<file path="src/rtl/uart_rx.sv">
// 8N1-style UART receiver using an external oversampling tick.
// Delivers words on a valid/ready handshake and flags framing and overrun errors.
`timescale 1ns / 1ps

module uart_rx #(
  parameter int unsigned DATA_BITS  = 8,
  parameter int unsigned OVERSAMPLE = 16
) (
  input  logic                 clk_i,
  input  logic                 reset_i,
  input  logic                 tick_i,
  input  logic                 rx_i,
  input  logic                 rx_ready_i,
  output logic [DATA_BITS-1:0] rx_data_o,
  output logic                 rx_valid_o,
  output logic                 frame_error_o,
  output logic                 overrun_o,
  output logic                 rx_busy_o
);

  localparam int unsigned SW = $clog2(OVERSAMPLE);
  localparam int unsigned NW = $clog2(DATA_BITS);

  localparam logic [SW-1:0] SHalf = SW'(OVERSAMPLE / 2 - 1);
  localparam logic [SW-1:0] SFull = SW'(OVERSAMPLE - 1);
  localparam logic [NW-1:0] NLast = NW'(DATA_BITS - 1);

  typedef enum logic [1:0] {
    StIdle,
    StStart,
    StData,
    StStop
  } state_e;

  state_e                 state_q;
  logic                   rx_meta_q;
  logic                   rx_s_q;
  logic [SW-1:0]          s_cnt_q;
  logic [NW-1:0]          n_cnt_q;
  logic [DATA_BITS-1:0]   shreg_q;
  logic [DATA_BITS-1:0]   rx_data_q;
  logic                   rx_valid_q;
  logic                   frame_error_q;
  logic                   overrun_q;
  logic                   rx_busy_q;

  // Idle-high synchronizer so reset never looks like a start bit.
  always_ff @(posedge clk_i) begin
    if (reset_i) begin
      rx_meta_q <= 1'b1;
      rx_s_q    <= 1'b1;
    end else begin
      rx_meta_q <= rx_i;
      rx_s_q    <= rx_meta_q;
    end
  end

  always_ff @(posedge clk_i) begin
    if (reset_i) begin
      state_q       <= StIdle;
      s_cnt_q       <= '0;
      n_cnt_q       <= '0;
      shreg_q       <= '0;
      rx_data_q     <= '0;
      rx_valid_q    <= 1'b0;
      frame_error_q <= 1'b0;
      overrun_q     <= 1'b0;
      rx_busy_q     <= 1'b0;
    end else begin
      frame_error_q <= 1'b0;
      overrun_q     <= 1'b0;
      if (rx_valid_q && rx_ready_i) begin
        rx_valid_q <= 1'b0;
      end

      unique case (state_q)
        StIdle: begin
          if (!rx_s_q) begin
            state_q   <= StStart;
            rx_busy_q <= 1'b1;
            s_cnt_q   <= '0;
          end
        end

        StStart: begin
          if (tick_i) begin
            if (s_cnt_q == SHalf) begin
              if (rx_s_q) begin
                // Start bit did not hold to mid-bit: treat as a glitch.
                state_q   <= StIdle;
                rx_busy_q <= 1'b0;
              end else begin
                state_q <= StData;
                s_cnt_q <= '0;
                n_cnt_q <= '0;
              end
            end else begin
              s_cnt_q <= s_cnt_q + SW'(1);
            end
          end
        end

        StData: begin
          if (tick_i) begin
            if (s_cnt_q == SFull) begin
              s_cnt_q <= '0;
              shreg_q <= {rx_s_q, shreg_q[DATA_BITS-1:1]};
              if (n_cnt_q == NLast) begin
                state_q <= StStop;
              end else begin
                n_cnt_q <= n_cnt_q + NW'(1);
              end
            end else begin
              s_cnt_q <= s_cnt_q + SW'(1);
            end
          end
        end

        StStop: begin
          if (tick_i) begin
            if (s_cnt_q == SFull) begin
              state_q   <= StIdle;
              rx_busy_q <= 1'b0;
              if (rx_s_q) begin
                rx_data_q  <= shreg_q;
                rx_valid_q <= 1'b1;
                // A same-cycle handshake frees the slot, so only an unconsumed word overruns.
                overrun_q  <= rx_valid_q && !rx_ready_i;
              end else begin
                frame_error_q <= 1'b1;
              end
            end else begin
              s_cnt_q <= s_cnt_q + SW'(1);
            end
          end
        end

        default: begin
          state_q   <= StIdle;
          rx_busy_q <= 1'b0;
        end
      endcase
    end
  end

  assign rx_data_o     = rx_data_q;
  assign rx_valid_o    = rx_valid_q;
  assign frame_error_o = frame_error_q;
  assign overrun_o     = overrun_q;
  assign rx_busy_o     = rx_busy_q;

endmodule

</file>
<file path="config.mk">
export PLATFORM = sky130hd
export DESIGN_NAME = uart_rx
export DESIGN_NICKNAME = d
export VERILOG_FILES = /design/src/rtl/uart_rx.sv
export SDC_FILE = /design/constraint.sdc
export NUM_CORES = 1
export LEC_CHECK = 0
export ABC_CLOCK_PERIOD_IN_PS = 2260
export BUFFER_PORTS_ARGS = -buffer_cell sky130_fd_sc_hd__buf_2
export CORE_ASPECT_RATIO = 0.7
export CORE_UTILIZATION = 40
export CTS_CLUSTER_SIZE = 14
export DETAILED_ROUTE_END_ITERATION = 7
export HOLD_SLACK_MARGIN = 0.08
export PLACE_DENSITY = 0.65
export SLEW_MARGIN = 10
export SYNTH_ARGS = -nofsm -noshare
export SYNTH_HDL_FRONTEND = slang
export SYNTH_SLANG_ARGS = --single-unit
</file>
<file path="constraint.sdc">
create_clock -name clk_i -period 2.26 [get_ports clk_i]
set_input_delay 0.452 -clock clk_i [delete_from_list [all_inputs] [get_ports clk_i]]
set_output_delay 0.452 -clock clk_i [all_outputs]
set_load 0.05 [all_outputs]
</file>
==> out/metrics.cfg <==
[outcome]
run_status = complete, no violations

[power_and_ir_drop]
power_leakage_nw = 0.6737
power_density_nw_per_um2 = 745.5
ir_worst_vdd_uv = 422.8
power_mw = 1.164

[synthesis]
syn_area_sq_um = 1366
synth_compound_gate_area_share_pct = 8.242
postSynthCellCount = 138
synthArstFlopShare_pct = 0
synth-xor-area-share_pct = 0.6410
syn_avg_cell_area_sq_um = 9.901
synthSimpleGateAreaFrac_pct = 22.44
synth_cell_type_count = 38
synth_ff_type = dfxtp_1
synthAdderAreaFrac_pct = 2.747
synth_seq_cells = 31
synthMuxAreaShare_pct = 15.75
synth_area_leader_cell = dfxtp_1
synth.area.top_cells = dfxtp_1, mux2i_1, nor2_1, buf_4, ha_1
yosysMostFrequentCell = dfxtp_1
synth_top_area_share_pct = 45.42
synth_nets = 146
synth_edf_count = 0
synth_top_family_by_area = simple AND/OR/NAND/NOR gates
ys_warn_count = 0
synth_common_cells = dfxtp_1, nor2_1, mux2i_1
seq_area_frac_synth_pct = 45.42

[worst_setup_path]
arrival_ps = 2090
crit_fanout = 9
crit_type = flop to flop
critPathBufInv = 0
reg2reg_slack_ps = 320
critPathLaunch = s_cnt_q[0]$_SDFFE_PP0P_
crit_required_ps = 2410
r2r_end = rx_data_o[5]$_SDFFE_PP0P_
cp-start-kind = flop
critPathMaxStageDelay_ps = 420
rr_worst_depth = 5
path_delay_family = simple AND/OR/NAND/NOR gates
worstReg2RegStart = s_cnt_q[0]$_SDFFE_PP0P_
crit_path_end_kind = flop
crit_cells = 5
cp-endpoint = rx_data_o[5]$_SDFFE_PP0P_
critPathSlowestCell = nand3_1
path_cells = ha_1 > and4_4 > nand3_1 > mux2i_1 > nor2_1

[cts]
ctsResizeCount = 0
cts_tree = yes
post_cts_buffers = 0
cts-root-buf = clkbuf_8
cts_hold_repair.buffers = 0
clk_path_buf_depth = 2
tritoncts.num_buffers = 5
h-tree-depth = 2
insertion_delay_ps = 280
clock_sinks = 31
cts.clk_slew.worst_paths_ps = 70

[routing]
drt-total-wl_mm = 2.345
vias = 981
wl_per_cell_um = 11.73
vias_per_cell = 4.905
ant_nets = 0
drtIter0Drc = 66
drc = 0
drtPass1Iterations = 4

[die]
fp-row-count = 17
dieWidth_um = 71.86
die_h_um = 50.90
io_pins = 17
start_util_pct = 42.54
dieArea_sq_um = 3657
design.core.area_sq_um = 3212

[timing]
worst_pin_slew_ps = 574.5
slew_headroom_pct = 61.59
min_period_ps = 1942
fin_crit_sh_pct = 85.95
max_freq_ghz = 0.5148
rsz0062_at_grt = false
finalSetupViolCount = 0
skew_ps = 7.972
setup_tns_ps = 0
drv_slew = 0
hold_viol = 0
setup_slack_ps = 317.6

[global_route]
grt_max_degree = 36
grt_pass1_vias = 855
grt_pass1_wl_mm = 3.822
antenna_found_initial = 0
grtUsageTotal_pct = 14.22
overflow = 0

[place]
place_ws_ps = 355.7
place_congestion = 0.8263
dp.cells = 192
port_buffers = 16
hpwl_mm = 1.614

[hold_path]
min-delay-path-class = input port to flop

[cells_and_area]
nNetsFinal = 160
final_cells = 200
synthToLayoutAreaGrowth_pct = 14.29
diodes = 0
drive_above_1_share_pct = 22.88
fin_util_pct = 48.62
n_fill_cell = 309

[flow_run]
cap_violations = 0

-- state kept, by name, indices dropped and copies added (netlist names), named ones only --
name           flops
overrun_o          1
rx_busy_o          1
s_cnt_q            4
n_cnt_q            3
state_q            1
shreg_q            8
frame_error_o      1
rx_meta_q          1
rx_valid_o         1
rx_data_o          8
rx_s_q             1
-- worst register-to-register path: stages (launching register included) --
cell     delay [ps]
dfxtp_1         400
ha_1            330
and4_4          290
nand3_1         420
mux2i_1         310
nor2_1           60
-- through the flow --
| step | hold slack, ps | cell area, sq um |
|---|---|---|
| floorplan | 389.5 | 1366 |
| global placement | 395.1 | 1444 |
| detailed placement | 406.1 | 1444 |
| CTS | 344.6 | 1562 |
| global route | 342.1 | 1562 |
| finish | 353.3 | 1562 |
-- how the worst min path moves through the flow --
stage,depth (start not counted),slack [ps],endpoint,start
2_1_floorplan,1,390,rx_s_q$_SDFF_PP1_,rx_meta_q$_SDFF_PP1_
3_3_place_gp,1,400,rx_s_q$_SDFF_PP1_,rx_meta_q$_SDFF_PP1_
3_5_place_dp,1,410,rx_s_q$_SDFF_PP1_,rx_meta_q$_SDFF_PP1_
4_1_cts,2,340,rx_meta_q$_SDFF_PP1_,rx_i
5_1_grt,2,340,rx_meta_q$_SDFF_PP1_,rx_i
6_report,2,350,rx_meta_q$_SDFF_PP1_,rx_i
-- cells in the final DEF, fill, tap and decap left out --
master / Yosys / final
inv_1: 1 / 1
nor2_1: 24 / 24
nand3b_1: 1 / 1
dfxtp_1: 31 / 31
a21oi_1: 2 / 2
o21ai_1: 3 / 3
a211oi_2: 1 / 1
clkbuf_8: 0 / 6
nor2b_1: 1 / 1
o21a_1: 1 / 1
or3_1: 1 / 1
nand2b_1: 5 / 5
or2_2: 2 / 2
mux2i_1: 20 / 20
o21ai_0: 1 / 1
a21oi_4: 1 / 1
ha_1: 3 / 3
and2_1: 2 / 2
xnor2_1: 1 / 1
a31oi_1: 2 / 2
buf_2: 1 / 16
o21bai_1: 1 / 1
nor3_2: 2 / 2
nand4_1: 3 / 3
bufinv_16: 0 / 1
nor4b_1: 1 / 1
nand2_1: 6 / 6
o311a_1: 1 / 1
clkinv_2: 0 / 1
mux2_4: 1 / 1
nand2b_4: 1 / 1
nand3_1: 3 / 3
and4_4: 1 / 1
and2_4: 1 / 1
nor3_1: 2 / 2
nor2_4: 1 / 1
o2bb2ai_1: 1 / 1
a22oi_1: 1 / 1
-- cells by family after synthesis --
group                      Yosys count
AOI/OAI and AO/OA                   15
xor gates and xnor gates             1
adders and majority gates            3
buffers and inverters               10
DFF                                 31
muxes                               21
and+or+nand+nor                     57
-- power breakdown --
part	internal, mW	switching [mW]	total, mW
clock	0.356	0.208	0.564
combinational	0.0165	0.0245	0.0409
sequential	0.552	0.00714	0.559
-- layer usage --
layer	track usage, %	vias to the layer above	share of wire, %
li1	-	502	-
met1	18.35	457	52
met2	20.44	17	42
met3	5.325	5	4.1
met4	7.843	0	1.7
met5	0	-	0
-- cell type report --
class | count | area [sq um] | area share, %
Sequential cell | 31 | 620.6 | 39.74
Clock buffer | 6 | 82.58 | 5.288
Multi-Input combinational cell | 97 | 680.7 | 43.59
Inverter | 1 | 3.754 | 0.2404
Timing Repair Buffer | 16 | 80.08 | 5.128
Tap cell | 47 | 58.81 | 3.766
Clock inverter | 2 | 35.03 | 2.244
No activity file was read; power rests on OpenSTA's default activity.
